[src/rtl/ibex_pkg.sv]
// ibex_pkg (scramble-key slice)
// Purpose : shared widths, FSM state type and LFSR constants for the ICache
//           scramble-key responder and the LFSR helper.
// Contents: SCRAMBLE_KEY_W / SCRAMBLE_NONCE_W, key_srv_state_e,
//           KEY_SRV_LFSR_TAPS, key_srv_lfsr_step().
package ibex_pkg;

    localparam int unsigned SCRAMBLE_KEY_W   = 128;
    localparam int unsigned SCRAMBLE_NONCE_W = 64;

    typedef enum logic [1:0] {
        KS_IDLE,
        KS_WAIT,
        KS_ISSUE,
        KS_DRAIN
    } key_srv_state_e;

    // Galois feedback mask for x^64 + x^63 + x^61 + x^60 + 1 with a right shift:
    // exponent e maps onto bit e-1, giving bits 63, 62, 60 and 59.
    localparam logic [63:0] KEY_SRV_LFSR_TAPS = 64'hD800_0000_0000_0000;

    // One step of the right-shifting Galois LFSR: the bit shifted out of the
    // bottom decides whether the tap mask is folded back in.
    function automatic logic [63:0] key_srv_lfsr_step(input logic [63:0] state);
        logic [63:0] next;
        next = state >> 1;
        if (state[0]) begin
            next = next ^ KEY_SRV_LFSR_TAPS;
        end
        return next;
    endfunction

endpackage

[src/rtl/ibex_scramble_key_lfsr.sv]
// ibex_scramble_key_lfsr
// Purpose : purely combinational look-ahead of the key-server LFSR. Given the
//           current state it produces the next three states, so one issue
//           cycle can build a 128-bit key and a 64-bit nonce. The DV reference
//           model instantiates this same block to predict keys.
// Ports   : state_i  in  64  current LFSR state
//           s1_o     out 64  state after one step
//           s2_o     out 64  state after two steps
//           s3_o     out 64  state after three steps
module ibex_scramble_key_lfsr
    import ibex_pkg::*;
(
    input  logic [63:0] state_i,
    output logic [63:0] s1_o,
    output logic [63:0] s2_o,
    output logic [63:0] s3_o
);

    always_comb begin
        s1_o = key_srv_lfsr_step(state_i);
        s2_o = key_srv_lfsr_step(s1_o);
        s3_o = key_srv_lfsr_step(s2_o);
    end

endmodule

[src/rtl/ibex_scramble_key_server.sv]
// ibex_scramble_key_server
// Purpose : responder end of the ICache scramble-key handshake, standing in
//           for the OTP/key-manager side on DV and FPGA tops. A held request is
//           accepted from IDLE, a programmable latency elapses, then a fresh
//           key/nonce pair is issued with a one-cycle valid pulse. Keys come
//           from a deterministic LFSR so that scoreboards can predict them.
// Ports   : clk_i                 in   1                 clock
//           rst_i                 in   1                 synchronous active-high reset
//           scramble_req_i        in   1                 request level, held until valid seen
//           latency_i             in   LatencyW          accept-to-issue delay, sampled at accept
//           scramble_key_valid_o  out  1                 one-cycle pulse with a new key
//           scramble_key_o        out  SCRAMBLE_KEY_W    current key
//           scramble_nonce_o      out  SCRAMBLE_NONCE_W  current nonce
//           busy_o                out  1                 FSM is not idle
//           epoch_o               out  EpochW            keys issued since reset (wraps)
module ibex_scramble_key_server
    import ibex_pkg::*;
#(
    parameter int unsigned                  LatencyW   = 8,
    parameter logic [63:0]                  LfsrSeed   = 64'h5EED_1BE5_CAFE_F00D,
    parameter logic [SCRAMBLE_KEY_W-1:0]    ResetKey   = 128'hDDDDDDDDEEEEEEEEAAAAAAAADDDDDDDD,
    parameter logic [SCRAMBLE_NONCE_W-1:0]  ResetNonce = 64'hBBBBEEEEEEEEFFFF,
    parameter int unsigned                  EpochW     = 16
) (
    input  logic                          clk_i,
    input  logic                          rst_i,
    input  logic                          scramble_req_i,
    input  logic [LatencyW-1:0]           latency_i,
    output logic                          scramble_key_valid_o,
    output logic [SCRAMBLE_KEY_W-1:0]     scramble_key_o,
    output logic [SCRAMBLE_NONCE_W-1:0]   scramble_nonce_o,
    output logic                          busy_o,
    output logic [EpochW-1:0]             epoch_o
);

    // An all-zero seed would lock the LFSR at zero and every key would be 0.
    if (LfsrSeed == 64'd0) begin : gen_seed_check
        $error("ibex_scramble_key_server: LfsrSeed must be nonzero");
    end

    key_srv_state_e              state_q, state_d;
    logic [LatencyW-1:0]         cnt_q, cnt_d;
    logic [63:0]                 lfsr_q;
    logic [63:0]                 lfsr_s1, lfsr_s2, lfsr_s3;
    logic                        issue;
    logic                        valid_q;
    logic                        busy_q;
    logic [SCRAMBLE_KEY_W-1:0]   key_q;
    logic [SCRAMBLE_NONCE_W-1:0] nonce_q;
    logic [EpochW-1:0]           epoch_q;

    ibex_scramble_key_lfsr u_lfsr (
        .state_i (lfsr_q),
        .s1_o    (lfsr_s1),
        .s2_o    (lfsr_s2),
        .s3_o    (lfsr_s3)
    );

    // Next-state logic. Dropping the request while waiting aborts without
    // touching the LFSR or epoch. DRAIN swallows the consumer's trailing
    // request cycle so a still-high request never produces a second pulse;
    // new requests are only accepted from IDLE.
    always_comb begin
        state_d = state_q;
        cnt_d   = cnt_q;
        unique case (state_q)
            KS_IDLE: begin
                if (scramble_req_i) begin
                    state_d = KS_WAIT;
                    cnt_d   = latency_i;
                end
            end
            KS_WAIT: begin
                if (!scramble_req_i) begin
                    state_d = KS_IDLE;
                end else if (cnt_q == '0) begin
                    state_d = KS_ISSUE;
                end else begin
                    cnt_d = cnt_q - LatencyW'(1);
                end
            end
            KS_ISSUE: begin
                state_d = KS_DRAIN;
            end
            KS_DRAIN: begin
                if (!scramble_req_i) begin
                    state_d = KS_IDLE;
                end
            end
            default: begin
                state_d = KS_IDLE;
            end
        endcase
    end

    // The edge that enters ISSUE is the one that loads key, nonce and valid,
    // so all three change together and valid is high exactly while the FSM
    // sits in ISSUE.
    assign issue = (state_q == KS_WAIT) && (state_d == KS_ISSUE);

    // State and output registers. busy is registered from the next state so
    // it tracks state != IDLE without a combinational decode on the output.
    always_ff @(posedge clk_i) begin
        if (rst_i) begin
            state_q <= KS_IDLE;
            cnt_q   <= '0;
            lfsr_q  <= LfsrSeed;
            valid_q <= 1'b0;
            busy_q  <= 1'b0;
            key_q   <= ResetKey;
            nonce_q <= ResetNonce;
            epoch_q <= '0;
        end else begin
            state_q <= state_d;
            cnt_q   <= cnt_d;
            valid_q <= issue;
            busy_q  <= (state_d != KS_IDLE);
            if (issue) begin
                key_q   <= {lfsr_s1, lfsr_s2};
                nonce_q <= lfsr_s3;
                lfsr_q  <= lfsr_s3;
                epoch_q <= epoch_q + EpochW'(1);
            end
        end
    end

    assign scramble_key_valid_o = valid_q;
    assign scramble_key_o       = key_q;
    assign scramble_nonce_o     = nonce_q;
    assign busy_o               = busy_q;
    assign epoch_o              = epoch_q;

endmodule

[config.mk]
export PLATFORM = sky130hd
export DESIGN_NAME = ibex_scramble_key_server
export DESIGN_NICKNAME = d
export VERILOG_FILES = /design/src/rtl/ibex_pkg.sv /design/src/rtl/ibex_scramble_key_lfsr.sv /design/src/rtl/ibex_scramble_key_server.sv
export SDC_FILE = /design/constraint.sdc
export NUM_CORES = 1
export LEC_CHECK = 0
export ABC_AREA = 0
export BUFFER_PORTS_ARGS = -buffer_cell sky130_fd_sc_hd__buf_2
export CAP_MARGIN = 20
export CORE_ASPECT_RATIO = 2
export CORE_MARGIN = 2
export CORE_UTILIZATION = 45
export DETAILED_ROUTE_END_ITERATION = 10
export GPL_ROUTABILITY_DRIVEN = 1
export HOLD_SLACK_MARGIN = 0.02
export PLACE_DENSITY = 0.81
export SLEW_MARGIN = 20
export SYNTH_ARGS = -nofsm -noshare
export SYNTH_HDL_FRONTEND = slang
export SYNTH_SLANG_ARGS = --single-unit
[constraint.sdc]
create_clock -name clk_i -period 2.4 [get_ports clk_i]
set_clock_uncertainty 0.05 [all_clocks]
set_input_delay 0.36 -clock clk_i [delete_from_list [all_inputs] [get_ports clk_i]]
set_output_delay 0.36 -clock clk_i [all_outputs]
set_load 0.05 [all_outputs]
==> reports/metrics.cfg <==
[sta]
max_freq_mhz=453
slew_violations=0
hold_viol_final=0
min_period_over_period_pct=91.9
min_period_ns=2.21
tns_ns=0
slew_headroom_pct=62.2
rsz0062_at_grt=false
worst_pin_slew_ns=0.567
setup-violations-final=0

[power]
switchingPower_mw=1.94
total_power_mw=6.21
combPwrFrac_pct=15.8
swShare_pct=31.2
power_frac_clock_pct=41.8
internal-power_mw=4.27
ir_worst_vdd_mv=0.504
seq_power_share_pct=42.4
p_leak_nw=2.98
p_per_area_mw_per_mm2=842

[clock_network]
htreeDepth=4
cts_hold_buffers=0
clockBufferDepth=2
cts_resized=0
clk_latency_ns=0.41
numCtsBuffers=17
path_clk_slew_ns=0.06
cts_root_buf=clkbuf_16
clock-sinks=148
cts_setup_buffers=0
cts_tree=built

[critical_path]
critPathBufInv=1
critPathSlowestCell=or4b_4
cp.required_ns=2.69
crit_fanout=6
critPathLaunchType=flip-flop
worstSetupPathType=flip-flop to flip-flop
path_cells=inv_1 > ha_1 > or4b_4 > or3_4 > or4_1 > a21oi_1
cp_top_family=simple AND/OR/NAND/NOR gates
setup.worst_path.end_class=flip-flop
cpPeakStageDelay_ns=0.53
worstPathArrival_ns=2.49

[logic_synthesis]
synth_area_mm2=0.00643
synth_area_per_cell_um2=8.16
yosysWarnings=0
synth_seq_area_share_pct=46.1
syn_nets=801
synth_flop_cell=dfxtp_1
synthCells=788
synthArstFlopShare_pct=0
ys_ff_latch=148
synth-edff-count=0
ys_types=43

[global_route]
antenna_found_initial=1
grt-ovfl-total=0
grt_max_degree=126
grtUsageTotal_pct=20.6
grt_pass1_wl_mm=24.9
first_global_vias=4931

[route]
antenna_left=0
drtIter0Drc=193
drt-pass1-iter-count=4
via_per_inst=5.08
drt_wl_total_mm=16.1
drt-wirelength-per-cell_um=15.0
route.vias.total=5422
drc=0

[cells_and_area]
seqCellArea_mm2=0.00296
multi_input_area_mm2=0.00226
drive_gt1_share_pct=31.9
fillers=1353
syn2layout_area_growth_pct=14.8
fin_nets=878

[floorplan]
die_area_mm2=0.0153
start_util_pct=46.0
die_h_um=173
rows=61
die_x_um=88.5
core_mm2=0.0140
io-pin-count=221

[status]
status=complete, no violations

[place]
place_congestion=0.947
port_buffers=220
hpwl_mm=11.3

[worst_hold_path]
min_path_type=input pin to flip-flop

[flow_run]
cap_violations=0

metrics by stage:
| stage | instances | util (%) | hold WS, ns | setup slack [ns] | area (um2) |
|---|---|---|---|---|---|
| after floorplan | 788 | - | 0.384 | 0.158 | 6430 |
| after global placement | 1035 | 48.6 | 0.390 | 0.138 | 6790 |
| after detailed placement | 1035 | 48.6 | 0.394 | 0.121 | 6790 |
| after CTS | 1067 | 52.7 | 0.189 | 0.105 | 7360 |
| after global routing | 1068 | 52.8 | 0.215 | 0.0520 | 7380 |
| final | 1068 | 52.8 | 0.208 | 0.194 | 7380 |
cells in the mapped netlist, types with 2 or more instances:
master,instances,area share (%)
a21oi_1,112,8.7
a31oi_1,2,0.19
a32o_1,4,0.62
and4_1,2,0.27
buf_1,5,0.29
buf_2,8,0.62
buf_4,136,16
clkbuf_1,34,2.0
dfxtp_1,148,46
ha_1,2,0.39
inv_1,6,0.35
nand2_1,188,11
nand2b_1,2,0.19
nand3_1,24,1.9
nand3b_1,2,0.23
nand4_1,5,0.49
nand4b_1,2,0.27
nor2_1,27,1.6
nor2b_1,2,0.19
nor3_1,10,0.78
nor4_1,6,0.58
nor4bb_1,2,0.31
o211ai_1,4,0.47
o21ai_0,8,0.62
o31ai_1,9,1.1
or3_1,2,0.19
or4_1,9,1.1
xnor2_1,7,0.95
xor2_1,6,0.82
kinds of logic (layout without fill, tap and decap cells):
family,count (synthesis),in the layout,synth area share [%]
xor gates and xnor gates,13,13,1.77
adders and majority gates,2,2,0.389
AOI/OAI and AO/OA,146,146,12.6
DFF,148,148,46.1
other,0,1,0
buffers and inverters,190,280,19.2
and+or+nand+nor,288,288,19.8
muxes,1,1,0.175
power groups by stage:
stage | Clock [mW] | Combinational [mW] | Sequential [mW]
final | 2.59 | 0.984 | 2.63
after detailed placement | 0 | 0.975 | 2.69
after global placement | 0 | 0.969 | 2.68
after CTS | 2.65 | 0.977 | 2.63
after floorplan | 0 | 0.730 | 2.79
after global routing | 2.76 | 1.04 | 2.64
layout make-up:
class,count,area share [%]
Antenna cell,1,0.0339
Clock inverter,13,1.83
Timing Repair Buffer,241,17.8
Tap cell,189,3.21
Multi-Input combinational cell,450,30.6
Sequential cell,148,40.2
Inverter,7,0.356
Clock buffer,19,6.00
layout by cell type, fill, tap and decap left out, types with 4 or more instances in the layout:
cell type | Yosys | layout
nor3_1 | 10 | 9
nor2_1 | 27 | 27
o31ai_1 | 9 | 9
xor2_1 | 6 | 6
nor4_1 | 6 | 6
nand4_1 | 5 | 5
inv_1 | 6 | 6
inv_6 | 0 | 7
o21ai_0 | 8 | 8
buf_4 | 136 | 18
a21oi_1 | 112 | 112
dfxtp_1 | 148 | 148
a32o_1 | 4 | 4
xnor2_1 | 7 | 7
or4_1 | 9 | 9
nand2_1 | 188 | 188
clkbuf_16 | 0 | 17
nand3_1 | 24 | 23
buf_12 | 0 | 4
o211ai_1 | 4 | 4
buf_2 | 8 | 219
state kept, by name, indices dropped and copies added (netlist names):
name and count:
cnt_q 8, scramble_key_o 46, scramble_nonce_o 10, epoch_o 16
busy_o 1, state_q 2, scramble_key_valid_o 1, lfsr_q 64
worst min-delay path: cells and delay by family:
family,cells,cell delay (ns)
and+or+nand+nor,1,0.05
buffers and inverters,1,0.10
AOI/OAI and AO/OA,1,0.11
per-layer routing:
layer / part of all wire, % / global-route usage (%) / vias up / routed length, um
li1: - / - / 2644 / -
met2: 55 / 38.2 / 182 / 8870
met4: 2.9 / 9.53 / 0 / 473
met3: 3.6 / 3.29 / 26 / 572
met1: 38 / 21.8 / 2570 / 6150
met5: 0 / 0 / - / 0
worst paths after layout:
check,startpoint,endpoint,slack (ns),cells after the start
max,cnt_q[1],epoch_o[12],0.19,6
min,latency_i[7],cnt_q[7],0.21,3
max reg2reg,cnt_q[1],epoch_o[12],0.19,6
min reg2reg,scramble_nonce_o[58],scramble_nonce_o[58],0.40,2
Power figures use the tool's default switching activity.
